File: src/rtl/lsu_arb_pkg.sv
// Shared types and constants for the two-port LSU arbiter.
package lsu_arb_pkg;

   typedef enum logic [1:0] {IDLE, ISSUE, RESP} state_e;

   localparam logic [2:0] LB  = 3'b000;
   localparam logic [2:0] LH  = 3'b001;
   localparam logic [2:0] LW  = 3'b010;
   localparam logic [2:0] LBU = 3'b100;
   localparam logic [2:0] LHU = 3'b101;
   localparam logic [2:0] SB  = 3'b000;
   localparam logic [2:0] SH  = 3'b001;
   localparam logic [2:0] SW  = 3'b010;

   localparam logic PORT_CORE = 1'b0;
   localparam logic PORT_DBG  = 1'b1;

   localparam int unsigned STARVE_CNT_W = 4;

endpackage

File: src/rtl/lsu_arb_pick.sv
// Port pick for the LSU arbiter: fixed priority with a saturating
// starvation counter that forces the secondary port through.
module lsu_arb_pick
   import lsu_arb_pkg::*;
#(
   parameter int unsigned P_PRIMARY      = 0,
   parameter int unsigned P_STARVE_LIMIT = 4
) (
   input  logic i_clk,
   input  logic i_reset,
   input  logic i_valid0,
   input  logic i_valid1,
   input  logic i_accept,
   input  logic i_accept_port,
   output logic o_pick_valid,
   output logic o_pick_port
);

   localparam logic L_PRI = P_PRIMARY[0];
   localparam logic L_SEC = ~L_PRI;
   localparam logic [STARVE_CNT_W-1:0] L_LIMIT = P_STARVE_LIMIT[STARVE_CNT_W-1:0];
   localparam logic [STARVE_CNT_W-1:0] L_CNT_MAX = '1;

   logic [STARVE_CNT_W-1:0] r_cnt;
   logic [STARVE_CNT_W-1:0] w_cnt_next;
   logic                    w_pri_valid;
   logic                    w_sec_valid;
   logic                    w_force;

   assign w_pri_valid  = L_PRI ? i_valid1 : i_valid0;
   assign w_sec_valid  = L_PRI ? i_valid0 : i_valid1;
   assign w_force      = w_pri_valid & w_sec_valid & (r_cnt >= L_LIMIT);
   assign o_pick_valid = i_valid0 | i_valid1;
   assign o_pick_port  = (w_pri_valid & ~w_force) ? L_PRI : L_SEC;

   always_comb begin
      w_cnt_next = r_cnt;
      if (!w_sec_valid) begin
         w_cnt_next = '0;
      end else if (i_accept && (i_accept_port == L_SEC)) begin
         w_cnt_next = '0;
      end else if (i_accept && (r_cnt != L_CNT_MAX)) begin
         w_cnt_next = r_cnt + 1'b1;
      end
   end

   always_ff @(posedge i_clk or negedge i_reset) begin
      if (!i_reset) begin
         r_cnt <= '0;
      end else begin
         r_cnt <= w_cnt_next;
      end
   end

endmodule

File: src/rtl/lsu_arbiter.sv
// Two-port valid/ready arbiter in front of the single LSU port: one registered
// access at a time, load data returned on the granted port two cycles later.
module lsu_arbiter
   import lsu_arb_pkg::*;
#(
   parameter int unsigned P_PRIMARY      = 0,
   parameter int unsigned P_STARVE_LIMIT = 4
) (
   input  logic        i_clk,
   input  logic        i_reset,
   input  logic        i_req0_valid,
   output logic        o_req0_ready,
   input  logic [31:0] i_req0_addr,
   input  logic [31:0] i_req0_wdata,
   input  logic        i_req0_wren,
   input  logic [2:0]  i_req0_type,
   output logic        o_rsp0_valid,
   output logic [31:0] o_rsp0_rdata,
   input  logic        i_req1_valid,
   output logic        o_req1_ready,
   input  logic [31:0] i_req1_addr,
   input  logic [31:0] i_req1_wdata,
   input  logic        i_req1_wren,
   input  logic [2:0]  i_req1_type,
   output logic        o_rsp1_valid,
   output logic [31:0] o_rsp1_rdata,
   output logic [31:0] o_lsu_addr,
   output logic [31:0] o_st_data,
   output logic        o_lsu_wren,
   output logic [2:0]  o_type_access,
   input  logic [31:0] i_ld_data,
   output logic        o_busy
);

   state_e      r_state;
   state_e      w_state_next;
   logic [31:0] r_addr;
   logic [31:0] r_wdata;
   logic        r_wren;
   logic [2:0]  r_type;
   logic        r_port;
   logic [31:0] r_rsp0_rdata;
   logic [31:0] r_rsp1_rdata;
   logic        w_pick_valid;
   logic        w_pick_port;
   logic        w_can_accept;
   logic        w_accept;

   lsu_arb_pick #(
      .P_PRIMARY      (P_PRIMARY),
      .P_STARVE_LIMIT (P_STARVE_LIMIT)
   ) u_pick (
      .i_clk         (i_clk),
      .i_reset       (i_reset),
      .i_valid0      (i_req0_valid),
      .i_valid1      (i_req1_valid),
      .i_accept      (w_accept),
      .i_accept_port (w_pick_port),
      .o_pick_valid  (w_pick_valid),
      .o_pick_port   (w_pick_port)
   );

   // Reset gates ready so nothing is handshaken while the block is held in reset.
   assign w_can_accept = i_reset & ((r_state == IDLE) | (r_state == RESP));
   assign w_accept     = w_can_accept & w_pick_valid;

   always_ff @(posedge i_clk or negedge i_reset) begin
      if (!i_reset) begin
         r_state <= IDLE;
      end else begin
         r_state <= w_state_next;
      end
   end

   always_comb begin
      w_state_next = r_state;
      unique case (r_state)
         IDLE:    w_state_next = w_accept ? ISSUE : IDLE;
         ISSUE:   w_state_next = RESP;
         RESP:    w_state_next = w_accept ? ISSUE : IDLE;
         default: w_state_next = IDLE;
      endcase
   end

   always_comb begin
      o_req0_ready = w_accept & i_req0_valid & (w_pick_port == PORT_CORE);
      o_req1_ready = w_accept & i_req1_valid & (w_pick_port == PORT_DBG);
      o_rsp0_valid = (r_state == RESP) & (r_port == PORT_CORE);
      o_rsp1_valid = (r_state == RESP) & (r_port == PORT_DBG);
      o_lsu_wren   = (r_state == ISSUE) & r_wren;
      o_busy       = (r_state != IDLE);
   end

   always_ff @(posedge i_clk or negedge i_reset) begin
      if (!i_reset) begin
         r_addr       <= '0;
         r_wdata      <= '0;
         r_wren       <= 1'b0;
         r_type       <= '0;
         r_port       <= PORT_CORE;
         r_rsp0_rdata <= '0;
         r_rsp1_rdata <= '0;
      end else begin
         if (w_accept) begin
            r_addr  <= w_pick_port ? i_req1_addr  : i_req0_addr;
            r_wdata <= w_pick_port ? i_req1_wdata : i_req0_wdata;
            r_wren  <= w_pick_port ? i_req1_wren  : i_req0_wren;
            r_type  <= w_pick_port ? i_req1_type  : i_req0_type;
            r_port  <= w_pick_port;
         end
         // Only the served port's rdata moves; the other keeps its last response.
         if (r_state == ISSUE) begin
            if (r_port == PORT_CORE) begin
               r_rsp0_rdata <= r_wren ? 32'h0 : i_ld_data;
            end else begin
               r_rsp1_rdata <= r_wren ? 32'h0 : i_ld_data;
            end
         end
      end
   end

   assign o_lsu_addr    = r_addr;
   assign o_st_data     = r_wdata;
   assign o_type_access = r_type;
   assign o_rsp0_rdata  = r_rsp0_rdata;
   assign o_rsp1_rdata  = r_rsp1_rdata;

endmodule

File: config.mk
export PLATFORM = sky130hd
export DESIGN_NAME = lsu_arbiter
export DESIGN_NICKNAME = d
export VERILOG_FILES = /design/src/rtl/lsu_arb_pkg.sv /design/src/rtl/lsu_arb_pick.sv /design/src/rtl/lsu_arbiter.sv
export SDC_FILE = /design/constraint.sdc
export NUM_CORES = 1
export LEC_CHECK = 0
export ABC_AREA = 1
export BUFFER_PORTS_ARGS = -buffer_cell sky130_fd_sc_hd__buf_2
export CAP_MARGIN = 20
export CORE_ASPECT_RATIO = 0.5
export CORE_MARGIN = 1
export CORE_UTILIZATION = 28
export DETAILED_ROUTE_END_ITERATION = 12
export PLACE_DENSITY = 0.49
export SYNTH_ARGS = -nofsm -noshare
export SYNTH_HDL_FRONTEND = slang
export SYNTH_SLANG_ARGS = --single-unit
File: constraint.sdc
create_clock -name i_clk -period 3.1 [get_ports i_clk]
set_clock_uncertainty 0.05 [all_clocks]
set_input_delay 0.62 -clock i_clk [delete_from_list [all_inputs] [get_ports i_clk]]
set_output_delay 0.62 -clock i_clk [all_outputs]
set_load 0.005 [all_outputs]
==> results.json <==
{
  "outcome": "finished clean",
  "worstPathArrival_ps": 1900,
  "power.switching_mw": 1.86,
  "power_frac_clock_pct": 33.2,
  "ir_drop_mv": 0.309,
  "intPower_mw": 4.12,
  "hpwl_um": 15400,
  "setup_viol": 0,
  "criticalPathCategory": "reg2out",
  "rows": 40,
  "syn-num-nets": 1087,
  "rsz0062_at_grt": "false",
  "critPathLaunchType": "register",
  "most-common-layout-cells": "nand2_1, buf_2, dfrtp_1, inv_1, nand3_1",
  "path_cells": "inv_2 > nor3_1 > buf_2",
  "holdBufCountCts": 0,
  "swShare_pct": 31.1,
  "relSlewSlack_pct": 45.6,
  "ys_types": 19,
  "preCtsSetupSlack_ps": 732,
  "pwr-share-seq_pct": 42.3,
  "drv_slew": 0,
  "use_met3_pct": 5.43,
  "grt_pass1_vias": 6644,
  "ys_seq_area_share_pct": 50.3,
  "cts.path.max_buffers": 2,
  "multi_input_area_um2": 2730,
  "syn_area_um2": 6910,
  "placedCellCount": 1511,
  "drt_iter0_drc": 373,
  "die_x_um": 224,
  "fillers": 2617,
  "place.gp.congestion": 0.785,
  "use_met2_pct": 30.6,
  "path_max_fanout": 21,
  "drt_wl_total_um": 22500,
  "grt_antenna_before_repair": 3,
  "ys_top_cells_by_area": "dfrtp_1, nand2_1, nand3b_1, inv_1, nand3_1",
  "area_growth_pct": 34.3,
  "vias": 6833,
  "grt_max_degree": 141,
  "min_period_ps": 2570,
  "endpoint_kind": "output port",
  "drcViolationCount": 0,
  "syn_inst": 914,
  "tns_ps": 0,
  "comb_power_share_pct": 24.5,
  "mostFrequentLayoutCell": "nand2_1",
  "yosysWarnings": 0,
  "tightestPinTransition_ps": 815,
  "layout.cells.non_filler": 1544,
  "postCtsSetupBuffers": 0,
  "die_y_um": 113,
  "drv_cap": 0,
  "synth_top_area_share_pct": 50.3,
  "fin_crit_sh_pct": 83.0,
  "holdWs_ps": 269,
  "first_pass_iters": 5,
  "ant_nets": 0,
  "globalRouteMet1Util_pct": 22.4,
  "hold_viol_final": 0,
  "root_buffer": "clkbuf_16",
  "syn_area_per_cell_um2": 7.56,
  "slowest_delay_ps": 840,
  "hp-class": "in2async",
  "final_util_pct": 38.5,
  "cts.repair.resized": 0,
  "drt-wirelength-per-cell_um": 14.5,
  "required_ps": 2430,
  "grt_usage_pct": 18.1,
  "fin_nets": 1367,
  "worstSkewPairLatency_ps": 420,
  "final_layout_size_suffix_gt1_share_pct": 29.6,
  "cts_tree": "yes",
  "clk_pin_slew_ps": 60,
  "synth-seq-cells": 139,
  "yosysTopAreaCell": "dfrtp_1",
  "powerDensity_nw_per_um2": 644,
  "seqCellArea_um2": 3480,
  "cts_inserted_buffers": 17,
  "io_pins": 309,
  "p_leak_nw": 5.42,
  "crit_slowest_cell": "dfrtp_1",
  "worst_slack_ps": 528,
  "coreArea_um2": 24100,
  "initial_core_util_pct": 28.7,
  "grt_pass1_wl_um": 35700,
  "fmax_mhz": 389,
  "clock-sinks": 139,
  "die_area_um2": 25400,
  "port_buffers": 308,
  "gr-total-overflow": 0,
  "cts.htree.levels": 4,
  "drt-vias-per-instance": 4.43,
  "grt-busiest-layer": "met2"
}
==> path summary, 6_finish.rpt <==
check | startpoint | endpoint | slack (ps) | cells after the start
setup / recovery | r_port | o_rsp1_valid | 530 | 3
hold / removal | i_reset | o_rsp1_rdata[22] | 270 | 2
setup reg to reg | r_port | o_rsp1_rdata[27] | 850 | 6
hold reg to reg | o_st_data[24] | o_st_data[24] | 420 | 2
max in group asynchronous | i_reset | o_st_data[0] | 2110 | 2
min in group i_clk | o_st_data[24] | o_st_data[24] | 420 | 2
==> Yosys cell counts, drive strengths merged <==
cell	instances
buf	31
nand3	73
nand3b	69
nand2	347
clkbuf	29
o21ai	66
ha	1
nor3	2
nor2	43
dfrtp	139
inv	114
==> metal layers <==
metal  wire length [um]  vias up
met4                391        0
met5                  0        -
met2              11200      161
met1               9800     3271
li1                   -     3376
met3               1120       25
==> state kept, by name, summed over array words and instances (netlist names) <==
register       count
o_lsu_addr        32
o_rsp0_rdata      32
o_rsp1_rdata      32
o_st_data         32
o_type_access      3
r_port             1
r_state            2
r_wren             1
u_pick.r_cnt       4
==> stage by stage <==
| stage | cell area [um2] | power (mW) |
|---|---|---|
| finish | 9280 | 5.98 |
| global route | 9280 | 6.40 |
| CTS | 9280 | 6.08 |
| detailed placement | 8720 | 4.06 |
| global placement | 8720 | 4.03 |
| floorplan | 6910 | 3.18 |
==> logic make-up after synthesis <==
kind of cell | after synthesis | synth area share [%]
flip-flops | 139 | 50.3
AND/OR/NAND/NOR | 534 | 34.3
adder cells (fa/ha/maj) | 1 | 0.181
AO/OA/AOI/OAI | 66 | 4.83
buffers and inverters | 174 | 10.4
==> final cells by class <==
| cell class | count | area share [%] |
|---|---|---|
| flip-flops and latches | 139 | 37.5 |
| repair buffers | 321 | 17.9 |
| diodes | 3 | 0.0809 |
| clock inverters | 8 | 1.02 |
| well taps | 336 | 4.53 |
| multi-input cells | 601 | 29.4 |
| clock buffers | 22 | 5.00 |
| inverters | 114 | 4.61 |
==> power groups by stage <==
stage	registers [mW]	clock network (mW)	logic [mW]
after floorplan	2.56	0	0.624
after global placement	2.55	0	1.48
after detailed placement	2.56	0	1.50
after CTS	2.54	2.05	1.50
after global routing	2.59	2.15	1.66
final	2.53	1.98	1.46
==> critical path, delay by kind of cell, from the launching register on <==
kind,cells,cell delay (ps)
simple gates,1,210
buf+inv,2,430
flops,1,840
Power figures use the tool's default switching activity.
